`src/rtl/aes_block_packer_if.sv`:
```
// Byte-stream and AES-core handshake bundle for the block packer.
// The slave modport is the packer's view; the master modport is the feeder/core side.
interface aes_block_packer_if;
    logic [7:0]   byte_in;
    logic         byte_valid;
    logic         byte_last;
    logic         byte_ready;
    logic [127:0] plaintext;
    logic         aes_start;
    logic         blk_last;
    logic         aes_done;
    logic         busy;
    logic         err;

    modport master (
        output byte_in, byte_valid, byte_last, aes_done,
        input  byte_ready, plaintext, aes_start, blk_last, busy, err
    );

    modport slave (
        input  byte_in, byte_valid, byte_last, aes_done,
        output byte_ready, plaintext, aes_start, blk_last, busy, err
    );
endinterface

```
`src/rtl/aes_block_packer.sv`:
```
// Packs a byte stream MSB-first into padded 128-bit blocks and hands them one at a time
// to an iterative AES-128 core, holding each block until the core reports completion.
module aes_block_packer #(
    parameter bit PAD_EN       = 1'b1,
    parameter int DONE_TIMEOUT = 0
) (
    input  logic               clk,
    input  logic               reset,
    aes_block_packer_if.slave  bus
);
    localparam int TMO_W = (DONE_TIMEOUT > 1) ? $clog2(DONE_TIMEOUT) : 1;

    typedef enum logic [1:0] {FILL, SEND, WAIT} state_t;

    state_t         state_q;
    logic [127:0]   plaintext_q;
    logic [127:0]   plaintext_d;
    logic [3:0]     cnt_q;
    logic           aesStart_q;
    logic           blkLast_q;
    logic           padPending_q;
    logic           err_q;
    logic [TMO_W-1:0] tmo_q;
    logic [7:0]     padByte;

    // PKCS#7 pad value is the number of missing bytes, 16-n with n = cnt+1.
    assign padByte = PAD_EN ? {4'h0, 4'hF - cnt_q} : 8'h00;

    // Block image after accepting the current byte, including same-cycle padding on the last byte.
    always_comb begin
        plaintext_d = plaintext_q;
        for (int i = 0; i < 16; i++) begin
            if (4'(i) == cnt_q) begin
                plaintext_d[127-8*i -: 8] = bus.byte_in;
            end else if (bus.byte_last && (4'(i) > cnt_q)) begin
                plaintext_d[127-8*i -: 8] = padByte;
            end
        end
    end

    // Packer state machine; aes_start is registered so it is high exactly for the SEND cycle.
    always_ff @(posedge clk or posedge reset) begin
        if (reset) begin
            state_q      <= FILL;
            plaintext_q  <= '0;
            cnt_q        <= '0;
            aesStart_q   <= 1'b0;
            blkLast_q    <= 1'b0;
            padPending_q <= 1'b0;
            err_q        <= 1'b0;
            tmo_q        <= '0;
        end else begin
            aesStart_q <= 1'b0;
            case (state_q)
                FILL: begin
                    if (bus.byte_valid) begin
                        plaintext_q <= plaintext_d;
                        if (bus.byte_last) begin
                            cnt_q      <= '0;
                            state_q    <= SEND;
                            aesStart_q <= 1'b1;
                            if (PAD_EN && (cnt_q == 4'd15)) begin
                                blkLast_q    <= 1'b0;
                                padPending_q <= 1'b1;
                            end else begin
                                blkLast_q <= 1'b1;
                            end
                        end else if (cnt_q == 4'd15) begin
                            cnt_q      <= '0;
                            blkLast_q  <= 1'b0;
                            state_q    <= SEND;
                            aesStart_q <= 1'b1;
                        end else begin
                            cnt_q <= cnt_q + 4'd1;
                        end
                    end
                end
                SEND: begin
                    state_q <= WAIT;
                    tmo_q   <= '0;
                end
                WAIT: begin
                    if (bus.aes_done) begin
                        if (padPending_q) begin
                            plaintext_q  <= {16{8'h10}};
                            blkLast_q    <= 1'b1;
                            padPending_q <= 1'b0;
                            state_q      <= SEND;
                            aesStart_q   <= 1'b1;
                        end else begin
                            blkLast_q <= 1'b0;
                            state_q   <= FILL;
                        end
                    end else if (DONE_TIMEOUT > 0) begin
                        // A stalled core abandons the message rather than locking the datapath.
                        if (tmo_q == TMO_W'(DONE_TIMEOUT - 1)) begin
                            err_q        <= 1'b1;
                            padPending_q <= 1'b0;
                            blkLast_q    <= 1'b0;
                            cnt_q        <= '0;
                            state_q      <= FILL;
                        end else begin
                            tmo_q <= tmo_q + TMO_W'(1);
                        end
                    end
                end
                default: state_q <= FILL;
            endcase
        end
    end

    assign bus.byte_ready = (state_q == FILL);
    assign bus.busy       = (state_q != FILL);
    assign bus.plaintext  = plaintext_q;
    assign bus.aes_start  = aesStart_q;
    assign bus.blk_last   = blkLast_q;
    assign bus.err        = err_q;
endmodule

```
`src/flat_wrapper.sv`:
```
// flat-port wrapper written by rule: the top's interface ports become plain ports
module aes_block_packer_flat 
#(
    parameter bit PAD_EN       = 1'b1,
    parameter int DONE_TIMEOUT = 0
)
  (clk, reset, bus_byte_in, bus_byte_valid, bus_byte_last, bus_aes_done, bus_byte_ready, bus_plaintext, bus_aes_start, bus_blk_last, bus_busy, bus_err);
  aes_block_packer_if bus_i ();
  input  logic clk;
  input  logic reset;
  input wire logic [$bits(bus_i.byte_in)-1:0] bus_byte_in;
  input wire logic [$bits(bus_i.byte_valid)-1:0] bus_byte_valid;
  input wire logic [$bits(bus_i.byte_last)-1:0] bus_byte_last;
  input wire logic [$bits(bus_i.aes_done)-1:0] bus_aes_done;
  output wire logic [$bits(bus_i.byte_ready)-1:0] bus_byte_ready;
  output wire logic [$bits(bus_i.plaintext)-1:0] bus_plaintext;
  output wire logic [$bits(bus_i.aes_start)-1:0] bus_aes_start;
  output wire logic [$bits(bus_i.blk_last)-1:0] bus_blk_last;
  output wire logic [$bits(bus_i.busy)-1:0] bus_busy;
  output wire logic [$bits(bus_i.err)-1:0] bus_err;
  assign bus_i.byte_in = bus_byte_in;
  assign bus_i.byte_valid = bus_byte_valid;
  assign bus_i.byte_last = bus_byte_last;
  assign bus_i.aes_done = bus_aes_done;
  assign bus_byte_ready = bus_i.byte_ready;
  assign bus_plaintext = bus_i.plaintext;
  assign bus_aes_start = bus_i.aes_start;
  assign bus_blk_last = bus_i.blk_last;
  assign bus_busy = bus_i.busy;
  assign bus_err = bus_i.err;
  aes_block_packer #(.PAD_EN(PAD_EN), .DONE_TIMEOUT(DONE_TIMEOUT)) u_core (.clk(clk), .reset(reset), .bus(bus_i));
endmodule
```
`config.mk`:
```
export PLATFORM = sky130hd
export DESIGN_NAME = aes_block_packer_flat
export DESIGN_NICKNAME = d
export VERILOG_FILES = /design/src/rtl/aes_block_packer_if.sv /design/src/rtl/aes_block_packer.sv /design/src/flat_wrapper.sv
export SDC_FILE = /design/constraint.sdc
export NUM_CORES = 1
export LEC_CHECK = 0
export BUFFER_PORTS_ARGS = -buffer_cell sky130_fd_sc_hd__buf_2
export CORE_ASPECT_RATIO = 1.5
export CORE_MARGIN = 2
export CORE_UTILIZATION = 59
export CTS_BUF_LIST = sky130_fd_sc_hd__clkbuf_16
export DETAILED_ROUTE_END_ITERATION = 8
export PLACE_DENSITY = 0.86
export SLEW_MARGIN = 20
export SYNTH_ARGS = -nofsm -noshare
export SYNTH_HDL_FRONTEND = slang
export SYNTH_SLANG_ARGS = --single-unit
```
`constraint.sdc`:
```
create_clock -name clk -period 6 [get_ports clk]
set_input_delay 0.6 -clock clk [delete_from_list [all_inputs] [get_ports clk]]
set_output_delay 0.6 -clock clk [all_outputs]
set_load 0.02 [all_outputs]
```
======== Word-level counts from Yosys, hierarchy flattened ========
Index checks and enable logic that the tools add are counted.
word-level totals
  register bits ........................... 137
  input port bits ......................... 13
  output and inout port bits .............. 133
  word-level logic and storage cells ...... 180
operators by class
  $add $sub $neg .......................... 2
  order comparisons ....................... 16
  equality and inequality tests ........... 40
  muxes and demuxes ....................... 61
  reduce and logical (&&, ||, !) cells .... 40
operators by type and width
  kind                                               number
  2-to-1 mux 128 bit                                 3
  2-to-1 mux 8 bit                                   32
  case mux 128 bit (2 select lines)                  1
  AND reduction 5 bit                                17
  != test 3 x 1 -> 1 bit, second input constant      16
  == test 4 bit, first input constant                8
  > comparator 4 bit, first input constant           8
  == test 3 x 4 -> 1 bit, first input constant       4
  > comparator 3 x 4 -> 1 bit, first input constant  4
  logical AND 1 bit                                  16
  2-to-1 mux 1 bit                                   15
  == test 2 x 4 -> 1 bit, first input constant       2
  > comparator 1 x 4 -> 1 bit, first input constant  2
  > comparator 2 x 4 -> 1 bit, first input constant  2
  2-to-1 mux 2 bit                                   4
  2-to-1 mux 4 bit                                   2
  != test 2 bit, second input constant               3
  case mux 1 bit (2 select lines)                    3
  case mux 2 bit (3 select lines)                    1
  adder 4 x 1 -> 4 bit, second input constant        1
  == test 1 x 4 -> 1 bit, first input constant       1
  == test 4 bit, second input constant               1
  logical NOT 4 bit                                  1
  != test 2 x 1 -> 1 bit, second input constant      2
  9 further kinds                                    10

======== Longest topological paths before layout ========
  word-level depth ........................ 6
  gate-level depth with buffers ........... 9
  gate-level depth less buffers ........... 6

======== Worst setup path before layout ========
No wires, ideal clock.
  path kind ............................... flip-flop to flip-flop
  start ................................... reg u_core.cnt_q[1]
  end ..................................... reg u_core.plaintext_q[120] (netlist: u_core.bus.plaintext[120])
  setup time .............................. 0.121 ns
  arrival ................................. 1.996 ns
  required time ........................... 5.879 ns
  path slack .............................. 3.883 ns
  stages on the path, launching flop included .. 10
  path buffers ............................ 3
  period minus slack after synthesis ...... 2.117 ns
  cells stage by stage .................... dfrtp_1 buf_6 inv_1 ha_1 buf_2 or3b_2 clkbuf_1 nand2_1 nand2_1 a22o_1
between the ends
  longest elaborated chain between the ends .. 4
  elaborated cells on any way between the ends .. 8
  classes of those cells .................. order compare: 1; eq/ne: 1; mux: 3; reduce/logical: 3
RTL lines
  item                                                                                       RTL line                                        source
  from (decl)                                                                                aes_block_packer.sv:18                          logic [3:0] cnt_q;
  from (signal assigned)                                                                     aes_block_packer.sv:74                          cnt_q <= cnt_q + 4'd1;
  > comparator 1 x 4 -> 1 bit / logical NOT 4 bit (equally long branches)                    aes_block_packer.sv:35, aes_block_packer.sv:33
  logical AND 1 bit / 2-to-1 mux 8 bit (equally long branches)                               aes_block_packer.sv:35, aes_block_packer.sv:33
  != test 3 x 1 -> 1 bit (no line) / 2-to-1 mux 128 bit (equally long branches)              -
  AND reduction 5 bit (no line) / case mux 128 bit (2 select lines) (equally long branches)  -
  to (signal assigned)                                                                       aes_block_packer.sv:57                          plaintext_q <= plaintext_d;
  to (signal assigned)                                                                       aes_block_packer.sv:85                          plaintext_q <= {16{8'h10}};
  to (decl)                                                                                  aes_block_packer.sv:16                          logic [127:0] plaintext_q;
Parallel ways exist; a longest one is shown, timed or not. The select of a mux whose other input is x is not followed.
A chain may end at the register's enable or synchronous reset.

======== Worst setup path after layout ========
  start ................................... reg u_core.cnt_q[1]
  end ..................................... reg u_core.plaintext_q[3] (netlist: u_core.bus.plaintext[3])
between the ends
  longest elaborated chain between the ends .. 5
  elaborated cells on any way between the ends .. 10
  classes of those cells .................. add/sub: 1; order compare: 1; eq/ne: 2; mux: 4; reduce/logical: 2
RTL lines
  item                               RTL line                source
  subtractor 4 bit                   aes_block_packer.sv:27  assign padByte = PAD_EN ? {4'h0, 4'hF - cnt_q} : 8'h00;
  2-to-1 mux 8 bit                   aes_block_packer.sv:35  end else if (bus.byte_last && (4'(i) > cnt_q)) begin
  2-to-1 mux 8 bit                   aes_block_packer.sv:33  if (4'(i) == cnt_q) begin
  2-to-1 mux 128 bit                 aes_block_packer.sv:56  if (bus.byte_valid) begin
  case mux 128 bit (2 select lines)  aes_block_packer.sv:54  case (state_q)
Parallel ways exist; a longest one is shown, timed or not. The select of a mux whose other input is x is not followed.

==> run metrics <==
status=finished clean; Avg WL per Cell=22.3 µm; worst min path class=primary input to asynchronous set/reset pin; cells along the critical path=ha_1, nand3_4, a221oi_2, mux2_2; ys flop type=dfrtp_1; #FFs+latches synth=137; I/O pin cnt=146; Rows=47; RR Startpoint=u_core.cnt_q[1]; height of the die=135 µm; clk slew on worst S/H paths=0.06 ns; Hold WS=0.305 ns; FFs w/ async S/R, synth=1.00; Setup Viol. Count Final=0; antenna violations before repair=0; crit path launch type=flip-flop; worst-path maximum fanout=29; hold_buf cts=0; final setup margin=2.87 ns; final wirelength=19.9 mm; Clock Tree Buf Depth=2; Critical Path Slowest Stage Cell=dfrtp_1; number of enable flip-flop cells after synthesis=0; CP arrival=3.43 ns; dpl ws=2.99 ns; P&R area growth vs syn=18.2%; final hold viol count=0; GRT Total Usage=0.329; global-route wire length before repair=31.2 mm; synthesized area per cell=10.9 µm²; Slew Limit Fails=0; RePlAce Congestion=0.916; Crit Path Class=flip-flop to flip-flop; DRT iter0 DRCs=703; relative slew slack=0.304; Mapped Area=0.00675 mm²; leak pwr=3.62 nW; Final min period=3.13 ns; PwrDens=571 mW/mm²; Synthesized Nets=634; cell family with most CP delay=flip-flops; Final Cell Area=0.00797 mm²; FMAX=320 MHz; pin count of the biggest net entering global routing=82; DR pass1 iterations=5; initial core utilization=0.607; final setup skew=0.00918 ns; vias per cell=6.46; PortBufs=144; worst-margin pin slew=1.04 ns; number of max-cap violations=0; crit path capture type=flip-flop; fraction of layout cells with a size suffix above 1=0.358; YS warnings=1; Num CTS Buffers=17; CTS tree=built; worst vdd ir=274 µV; placed instance area=0.00742 mm²; Ant. Diodes=0; worst path required time=6.30 ns; unrepaired setup endpoints after global routing=false; net count reported at finish=749; CP startpoint=u_core.cnt_q[1]; die area=0.0123 mm²; DP HPWL=13.0 mm; Yosys cell types=68; vias post-DR=5768; Core ar.=0.0111 mm²; overall die width=91.3 µm; PostCTS Resize Cnt=0; DRT antenna net count=0; worst skew pair latency=0.43 ns; clock tree root driver cell=clkbuf_16; post-synthesis sequential area ratio=0.508; GRT Residual Overflow=0; H-tree depth=4; post-route setup TNS=0 ns; Remaining DRCs=0; Crit path largest cell delay=1.03 ns; Sinks on Clock Net=137; period utilization=0.521; Synth Instances=618; Setup Buffers After CTS=0; vias in the first global route=5804; Bufs and invs on worst path=0
==> cell usage after synthesis (all sizes together) (3+ instances only) <==
master / count / area [µm²]
a21oi: 47 / 265
nand3: 20 / 128
nand2: 34 / 133
o31ai: 6 / 58.8
nand2b: 10 / 62.6
o21a: 4 / 30.0
a211oi: 18 / 135
mux2i: 5 / 50.1
o2111ai: 4 / 35.0
o22ai: 11 / 68.8
a21o: 7 / 52.6
nor3: 7 / 35.0
or3b: 3 / 26.3
inv: 26 / 97.6
nor2b: 6 / 37.5
ha: 3 / 37.5
dfrtp: 137 / 3430
nor2: 44 / 165
nand3b: 6 / 48.8
clkbuf: 26 / 97.6
a31oi: 3 / 48.8
a32o: 3 / 30.0
o2bb2ai: 38 / 333
mux2: 58 / 672
buf: 27 / 180
o21ai: 29 / 156
o221ai: 3 / 26.3
==> report_power, final <==
| group | total (mW) | switching (mW) | internal, mW |
|---|---|---|---|
| logic | 2.07 | 1.31 | 0.756 |
| registers | 1.49 | 0.261 | 1.23 |
| clock network | 0.988 | 0.419 | 0.569 |
==> state kept, by name, indices dropped and copies added, names as in the netlist <==
name,cells
u_core.state_q,2
u_core.bus.blk_last,1
u_core.bus.plaintext,128
u_core.padPending_q,1
u_core.bus.aes_start,1
u_core.cnt_q,4
==> layout by cell type (no fill, tap or decap), types with 4 or more instances in the layout <==
master,n
buf_2,144
dfrtp_1,137
mux2_2,52
nor2_1,44
a21oi_1,43
o2bb2ai_1,38
nand2_1,32
inv_1,25
o21ai_0,22
a211oi_1,18
clkbuf_16,17
nand3_1,16
o22ai_1,11
nand2b_1,10
nor3_1,7
a21o_1,7
nand3b_1,5
nor2b_1,5
clkinv_2,5
o31ai_1,5
mux2i_1,5
mux2_4,5
buf_4,5
o21ai_1,4
o2111ai_1,4
o21a_1,4
clkinv_4,4
==> worst paths after layout <==
kind / end / slack, ns / depth (start not counted)
setup reg to reg: u_core.bus.plaintext[3] / 2.87 / 4
max in group asynchronous: u_core.bus.plaintext[119] / 4.48 / 3
hold / removal: u_core.state_q[1] / 0.31 / 2
setup / recovery: u_core.bus.plaintext[3] / 2.87 / 4
min in group clk: u_core.state_q[1] / 0.44 / 2
hold reg to reg: u_core.bus.plaintext[103] / 0.49 / 1
==> worst register-to-register path, delay by kind of cell, from the launching register on <==
kind	cells	cell delay (ns)
DFF	1	1.03
AOI/OAI and AO/OA	1	0.72
adders and majority gates	1	0.65
muxes	1	0.41
and+or+nand+nor	1	0.20
==> cells by family after synthesis <==
logic type	share of synthesized area
compound gates	0.208
mux	0.107
simple gates	0.114
fa+ha+maj	0.00556
other cells	0.000556
flops	0.508
buf+inv	0.0564
==> cell type report <==
type                    instances  area (µm²)
flip-flops and latches        137        3430
fillers                       804        3140
multi-input cells             401        2940
repair buffers                149         758
clock buffers                  17         425
well taps                     147         184
clock inverters                15         129
inverters                      27         108
==> metal layers <==
layer | global-route usage | wire length, µm | vias to the layer above
met5 | 0 | 0 | -
met1 | 0.405 | 7400 | 2844
met4 | 0.194 | 1030 | 0
li1 | - | - | 2477
met3 | 0.0664 | 1390 | 87
met2 | 0.540 | 10100 | 360
==> through the flow <==
stage	util	std cells	power, mW
floorplan	-	618	2.89
global placement	0.667	861	3.43
detailed placement	0.667	861	3.50
CTS	0.717	893	4.52
global route	0.717	893	4.74
finish	0.717	893	4.55
No activity file was read; power rests on OpenSTA's default activity.
